`src/rtl/reg_dump_pkg.sv`:
```
// Shared types and defaults for the register-file dump engine.
package reg_dump_pkg;
  localparam int N_DEF     = 8;
  localparam int NREGS_DEF = 32;

  typedef enum logic [2:0] {IDLE, READ, SEND, FIN, CSUM} state_t;
endpackage

```
`src/rtl/reg_dump_reader_if.sv`:
```
// Beat stream from the dump engine to its debug/trace sink.
interface reg_dump_reader_if #(
  parameter int N  = 8,
  parameter int AW = 5
);
  logic          out_valid;
  logic          out_ready;
  logic [N-1:0]  out_data;
  logic [AW-1:0] out_addr;
  logic          out_last;

  modport master (output out_valid, out_data, out_addr, out_last, input out_ready);
  modport slave  (input out_valid, out_data, out_addr, out_last, output out_ready);
endinterface

```
`src/rtl/dump_beat_reg.sv`:
```
// Enable-loaded holding register for one output beat {data, addr, last}.
module dump_beat_reg #(
  parameter int W = 14
) (
  input  logic         clk,
  input  logic         rst,
  input  logic         en,
  input  logic [W-1:0] d,
  output logic [W-1:0] q
);
  always_ff @(posedge clk) begin
    if (rst)     q <= '0;
    else if (en) q <= d;
  end
endmodule

```
`src/rtl/reg_dump_reader.sv`:
```
// Register-file dump engine: walks every register and streams it out as beats.
// Optional REG_DUMP_CHECKSUM_EN appends an XOR checksum beat after the last register.
module reg_dump_reader
  import reg_dump_pkg::*;
#(
  parameter  int N     = N_DEF,
  parameter  int NREGS = NREGS_DEF,
  localparam int AW    = $clog2(NREGS)
) (
  input  logic          clk,
  input  logic          rst,
  input  logic          start,
  output logic          busy,
  output logic          done,
  output logic [AW-1:0] rf_raddr,
  input  logic [N-1:0]  rf_rdata,
  reg_dump_reader_if.master dout
);
  state_t        state, nxt;
  logic [AW-1:0] idx;
  logic          is_last;
  logic          accept;
  logic          ld;
  logic          last_flag;
  logic [N+AW:0] beat_d, beat_q;

  assign is_last  = (idx == AW'(NREGS - 1));
  assign accept   = dout.out_valid && dout.out_ready;
  assign rf_raddr = idx;

  always_ff @(posedge clk) begin
    if (rst) state <= IDLE;
    else     state <= nxt;
  end

  always_comb begin
    nxt = state;
    case (state)
      IDLE: if (start) nxt = READ;
      READ: nxt = SEND;
      SEND: if (accept) begin
`ifdef REG_DUMP_CHECKSUM_EN
        nxt = is_last ? CSUM : READ;
`else
        nxt = is_last ? FIN : READ;
`endif
      end
      CSUM: if (accept) nxt = FIN;
      FIN:  nxt = IDLE;
      default: nxt = IDLE;
    endcase
  end

  // Index stops at NREGS-1: the final beat leaves the counter untouched.
  always_ff @(posedge clk) begin
    if (rst)                          idx <= '0;
    else if (state == IDLE && start)  idx <= '0;
    else if (state == SEND && accept && !is_last) idx <= idx + AW'(1);
  end

`ifdef REG_DUMP_CHECKSUM_EN
  logic [N-1:0] acc;

  always_ff @(posedge clk) begin
    if (rst)                         acc <= '0;
    else if (state == IDLE && start) acc <= '0;
    else if (state == READ)          acc <= acc ^ rf_rdata;
  end

  // The checksum beat owns the last flag, so register beats never carry it.
  assign last_flag = 1'b0;
  assign ld        = (state == READ) || (state == SEND && accept && is_last);
  assign beat_d    = (state == READ) ? {rf_rdata, idx, last_flag} : {acc, {AW{1'b0}}, 1'b1};
`else
  assign last_flag = is_last;
  assign ld        = (state == READ);
  assign beat_d    = {rf_rdata, idx, last_flag};
`endif

  dump_beat_reg #(.W(N + AW + 1)) u_beat (
    .clk (clk),
    .rst (rst),
    .en  (ld),
    .d   (beat_d),
    .q   (beat_q)
  );

  assign {dout.out_data, dout.out_addr, dout.out_last} = beat_q;
  assign dout.out_valid = (state == SEND) || (state == CSUM);
  assign busy           = (state != IDLE);
  assign done           = (state == FIN);
endmodule

```
`src/flat_wrapper.sv`:
```
// flat-port wrapper written by rule: the top's interface ports become plain ports
module reg_dump_reader_flat import reg_dump_pkg::*;
#(
  parameter  int N     = N_DEF,
  parameter  int NREGS = NREGS_DEF,
  localparam int AW    = $clog2(NREGS)
)
  (clk, rst, start, busy, done, rf_raddr, rf_rdata, dout_out_valid, dout_out_data, dout_out_addr, dout_out_last, dout_out_ready);
  reg_dump_reader_if #(.N(N), .AW((5))) dout_i ();
  input  logic clk;
  input  logic rst;
  input  logic start;
  output logic busy;
  output logic done;
  output logic [AW-1:0] rf_raddr;
  input  logic [N-1:0] rf_rdata;
  output wire logic [$bits(dout_i.out_valid)-1:0] dout_out_valid;
  output wire logic [$bits(dout_i.out_data)-1:0] dout_out_data;
  output wire logic [$bits(dout_i.out_addr)-1:0] dout_out_addr;
  output wire logic [$bits(dout_i.out_last)-1:0] dout_out_last;
  input wire logic [$bits(dout_i.out_ready)-1:0] dout_out_ready;
  assign dout_out_valid = dout_i.out_valid;
  assign dout_out_data = dout_i.out_data;
  assign dout_out_addr = dout_i.out_addr;
  assign dout_out_last = dout_i.out_last;
  assign dout_i.out_ready = dout_out_ready;
  reg_dump_reader #(.N(N), .NREGS(NREGS)) u_core (.clk(clk), .rst(rst), .start(start), .busy(busy), .done(done), .rf_raddr(rf_raddr), .rf_rdata(rf_rdata), .dout(dout_i));
endmodule
```
`config.mk`:
```
export PLATFORM = sky130hd
export DESIGN_NAME = reg_dump_reader_flat
export DESIGN_NICKNAME = d
export VERILOG_FILES = /design/src/rtl/reg_dump_pkg.sv /design/src/rtl/reg_dump_reader_if.sv /design/src/rtl/dump_beat_reg.sv /design/src/rtl/reg_dump_reader.sv /design/src/flat_wrapper.sv
export SDC_FILE = /design/constraint.sdc
export NUM_CORES = 1
export LEC_CHECK = 0
export ABC_AREA = 1
export ABC_CLOCK_PERIOD_IN_PS = 1400
export CAP_MARGIN = 5
export CORE_UTILIZATION = 37
export CTS_CLUSTER_DIAMETER = 60
export DETAILED_ROUTE_END_ITERATION = 10
export HOLD_SLACK_MARGIN = 0.1
export PLACE_DENSITY = 0.73
export SLEW_MARGIN = 10
export SYNTH_ARGS = -nofsm -noshare
export SYNTH_HDL_FRONTEND = slang
export SYNTH_SLANG_ARGS = --single-unit
```
`constraint.sdc`:
```
create_clock -name clk -period 1.4 [get_ports clk]
set_clock_uncertainty 0.15 [all_clocks]
set_input_delay 0.28 -clock clk [delete_from_list [all_inputs] [get_ports clk]]
set_output_delay 0.28 -clock clk [all_outputs]
set_load 0.05 [all_outputs]
```
==> flow_metrics.env <==
export IMPL_synth_cells_most_frequent="24 x nor2_1, 21 x dfxtp_1, 16 x nand2_1, 14 x o21ai_0"
export IMPL_cp_start_kind="flop"
export IMPL_io_buffers=33
export IMPL_cp_max_fo=6
export IMPL_dp_slack_ns=-0.170
export IMPL_failed_checks="negative setup slack"
export IMPL_period_share=1.17
export IMPL_dpl_cell_area_um2=1540
export IMPL_crit_required_ns=1.47
export IMPL_synth_edff_count=0
export IMPL_fin_ws_ns=-0.235
export IMPL_worstReg2RegEnd="u_core.rf_raddr[0]"
export IMPL_post_dp_hpwl_um=1730
export IMPL_endpoint_kind="flop"
export IMPL_die_area_um2=2490
export IMPL_fin_crit_ns=1.63
export IMPL_wl_met2_um=1810
export IMPL_routed_wl_met3_um=129
export IMPL_clockRootBuffer="clkbuf_4"
export IMPL_cts_tree="built"
export IMPL_drive_gt1_frac=0.550
export IMPL_htree_levels=1
export IMPL_synthDistinctLibCells=16
export IMPL_synthFlopType="dfxtp_1"
export IMPL_cap_violations=0
export IMPL_hp_class="reg2reg"
export IMPL_setup_viol=13
export IMPL_initial_core_util=0.412
export IMPL_yosys_area_top_type_share=0.495
export IMPL_rsz0062_at_grt="true"
export IMPL_core_area_um2=2060
export IMPL_syn_area_um2=850
export IMPL_grt_usage=0.237
export IMPL_syn_inst=110
export IMPL_row_count=16
export IMPL_ant_nets=0
export IMPL_top_layer="met4"
export IMPL_die_w_um=49.9
export IMPL_wl_per_cell_um=17.4
export IMPL_reg2reg_depth=10
export IMPL_finalSetupTns_ns=-1.65
export IMPL_grt_pass1_vias=977
export IMPL_drc=0
export IMPL_grt_pass1_wl_um=4260
export IMPL_clock_latency_ns=0.31
export IMPL_synth_most_common_cell="nor2_1"
export IMPL_final_core_util=0.870
export IMPL_grt_antenna_before_repair=0
export IMPL_leakage_uw=0.000743
export IMPL_rr_startpoint="u_core.rf_raddr[1]"
export IMPL_final_cells=196
export IMPL_crit_path_start="u_core.rf_raddr[1]"
export IMPL_cts_buffer_depth=2
export IMPL_clk_pin_slew_ns=0.11
export IMPL_antennaDiodeCount=0
export IMPL_hold_viol_final=0
export IMPL_r2r_slack_ns=-0.23
export IMPL_viasPerCell=5.16
export IMPL_place_gp_congestion=0.747
export IMPL_syn_avg_cell_area_um2=7.72
export IMPL_worstHoldStart="u_core.rf_raddr[4]"
export IMPL_ys_seq_area_frac=0.495
export IMPL_final_max_slew_violation_count=0
export IMPL_fp_dieH_um=49.9
export IMPL_routed_wl_um=3420
export IMPL_synthArstFlopShare=0
export IMPL_overflow=0
export IMPL_via_count=1011
export IMPL_worst_slew_pin_slew_ns=0.240
export IMPL_yosys_warnings=0
export IMPL_max_freq_mhz=612
export IMPL_grt_max_degree=15
export IMPL_cellPowerDensity_nw_per_um2=855
export IMPL_io_pins=34
export IMPL_dr_first_iter_drc_count=19
export IMPL_postCtsHoldBufs=0
export IMPL_yosysTopAreaCell="dfxtp_1"
export IMPL_synth_area_leaders="dfxtp_1 49%, nor2_1 11%, o21ai_0 8.2%"
export IMPL_slew_headroom=0.839
export IMPL_firstDrtPassIters=4
export IMPL_dpl_cell_count=180
export IMPL_numCtsBuffers=3
export IMPL_cp_endpoint="u_core.rf_raddr[0]"
export IMPL_ir_drop_mv=0.701
export IMPL_wl_met1_um=1260
export IMPL_clkSinkCount=21
export IMPL_synth_nets=124
export IMPL_syn2layout_area_growth_pct=111
export IMPL_arrival_ns=1.71
export IMPL_layout_nets=184
export IMPL_critical_path_class="reg2reg"
export IMPL_finalInstanceArea_um2=1790
export IMPL_synth_seq_cells=21
export IMPL_outcome="finished with violations"
stage by stage:
stage | total power, µW | hold WS, ns
floorplan | 901 | 0.192
global placement | 1140 | 0.347
detailed placement | 1150 | 0.349
CTS | 1470 | 0.367
global route | 1600 | 0.389
finish | 1530 | 0.377
what timing repair did:
item                       4_1_cts  5_1_grt
buffers inserted                 5        8
gates resized for setup         13       39
setup endpoints to repair       10       21
hold endpoints to repair         0        0
pin swaps                        7       12
worst min path at each step:
stage               cells after the start                 end
finish                                  2  u_core.rf_raddr[4]
global route                            3  u_core.u_beat.q[6]
CTS                                     2  u_core.rf_raddr[4]
detailed placement                      2  u_core.rf_raddr[4]
global placement                        2  u_core.rf_raddr[4]
floorplan                               1     u_core.state[1]
layer usage:
metal / vias to the layer above / track usage
li1: 465 / -
met1: 486 / 0.227
met3: 17 / 0.0370
met4: 0 / 0.214
met2: 43 / 0.430
met5: - / 0
cells by family after synthesis:
logic type / count (synthesis) / synth area share
xor gates and xnor gates: 1 / 0.0103
AOI/OAI and AO/OA: 27 / 0.166
adders and majority gates: 2 / 0.0295
DFF: 21 / 0.495
and+or+nand+nor: 44 / 0.215
buffers and inverters: 15 / 0.0839
power breakdown:
group	leakage, µW	total (µW)	switching [µW]	internal [µW]
Clock	0.0000177	305	198	107
Combinational	0.000548	543	286	257
Sequential	0.000177	686	51.7	634
Total	0.000743	1530	535	998
critical path, stage by stage (launching register included):
cell and delay, ns:
dfxtp_4 0.37, ha_4 0.16, nand2_2 0.07, nor2_2 0.04
ha_2 0.18, inv_2 0.07, nand2_2 0.08, nor2_4 0.20
inv_2 0.09, nand2_2 0.09, a21oi_2 0.05
sequential cells by signal (all words and copies together), names as in the netlist:
register         cells
u_core.u_beat.q     14
u_core.rf_raddr      5
u_core.state         2
layout by cell type (no fill, tap or decap):
cell	synthesis	final
a21oi_1	10	5
a21oi_2	1	6
buf_12	0	22
buf_4	0	18
buf_6	2	7
clkbuf_4	0	3
clkdlybuf4s50_1	0	11
clkinv_2	0	1
dfxtp_1	21	13
dfxtp_2	0	4
dfxtp_4	0	4
ha_2	0	1
ha_4	0	1
inv_1	10	6
inv_2	2	2
inv_4	0	3
inv_6	0	1
nand2_1	16	10
nand2_2	0	4
nand2_4	0	2
nand3_1	2	1
nand3_2	0	1
nor2_1	24	19
nor2_2	0	4
nor2_4	2	3
o211ai_1	1	1
o21ai_0	14	7
o21ai_1	1	2
o21ai_2	0	5
o21ai_4	0	1
xor2_1	1	1
layout make-up:
type	count	area [µm²]
repair buffers	58	764
multi-input cells	74	469
flip-flops and latches	21	440
fillers	96	269
inverters	12	57.6
well taps	27	33.8
clock buffers	3	22.5
clock inverters	1	5.00
No activity file was read; power rests on OpenSTA's default activity.
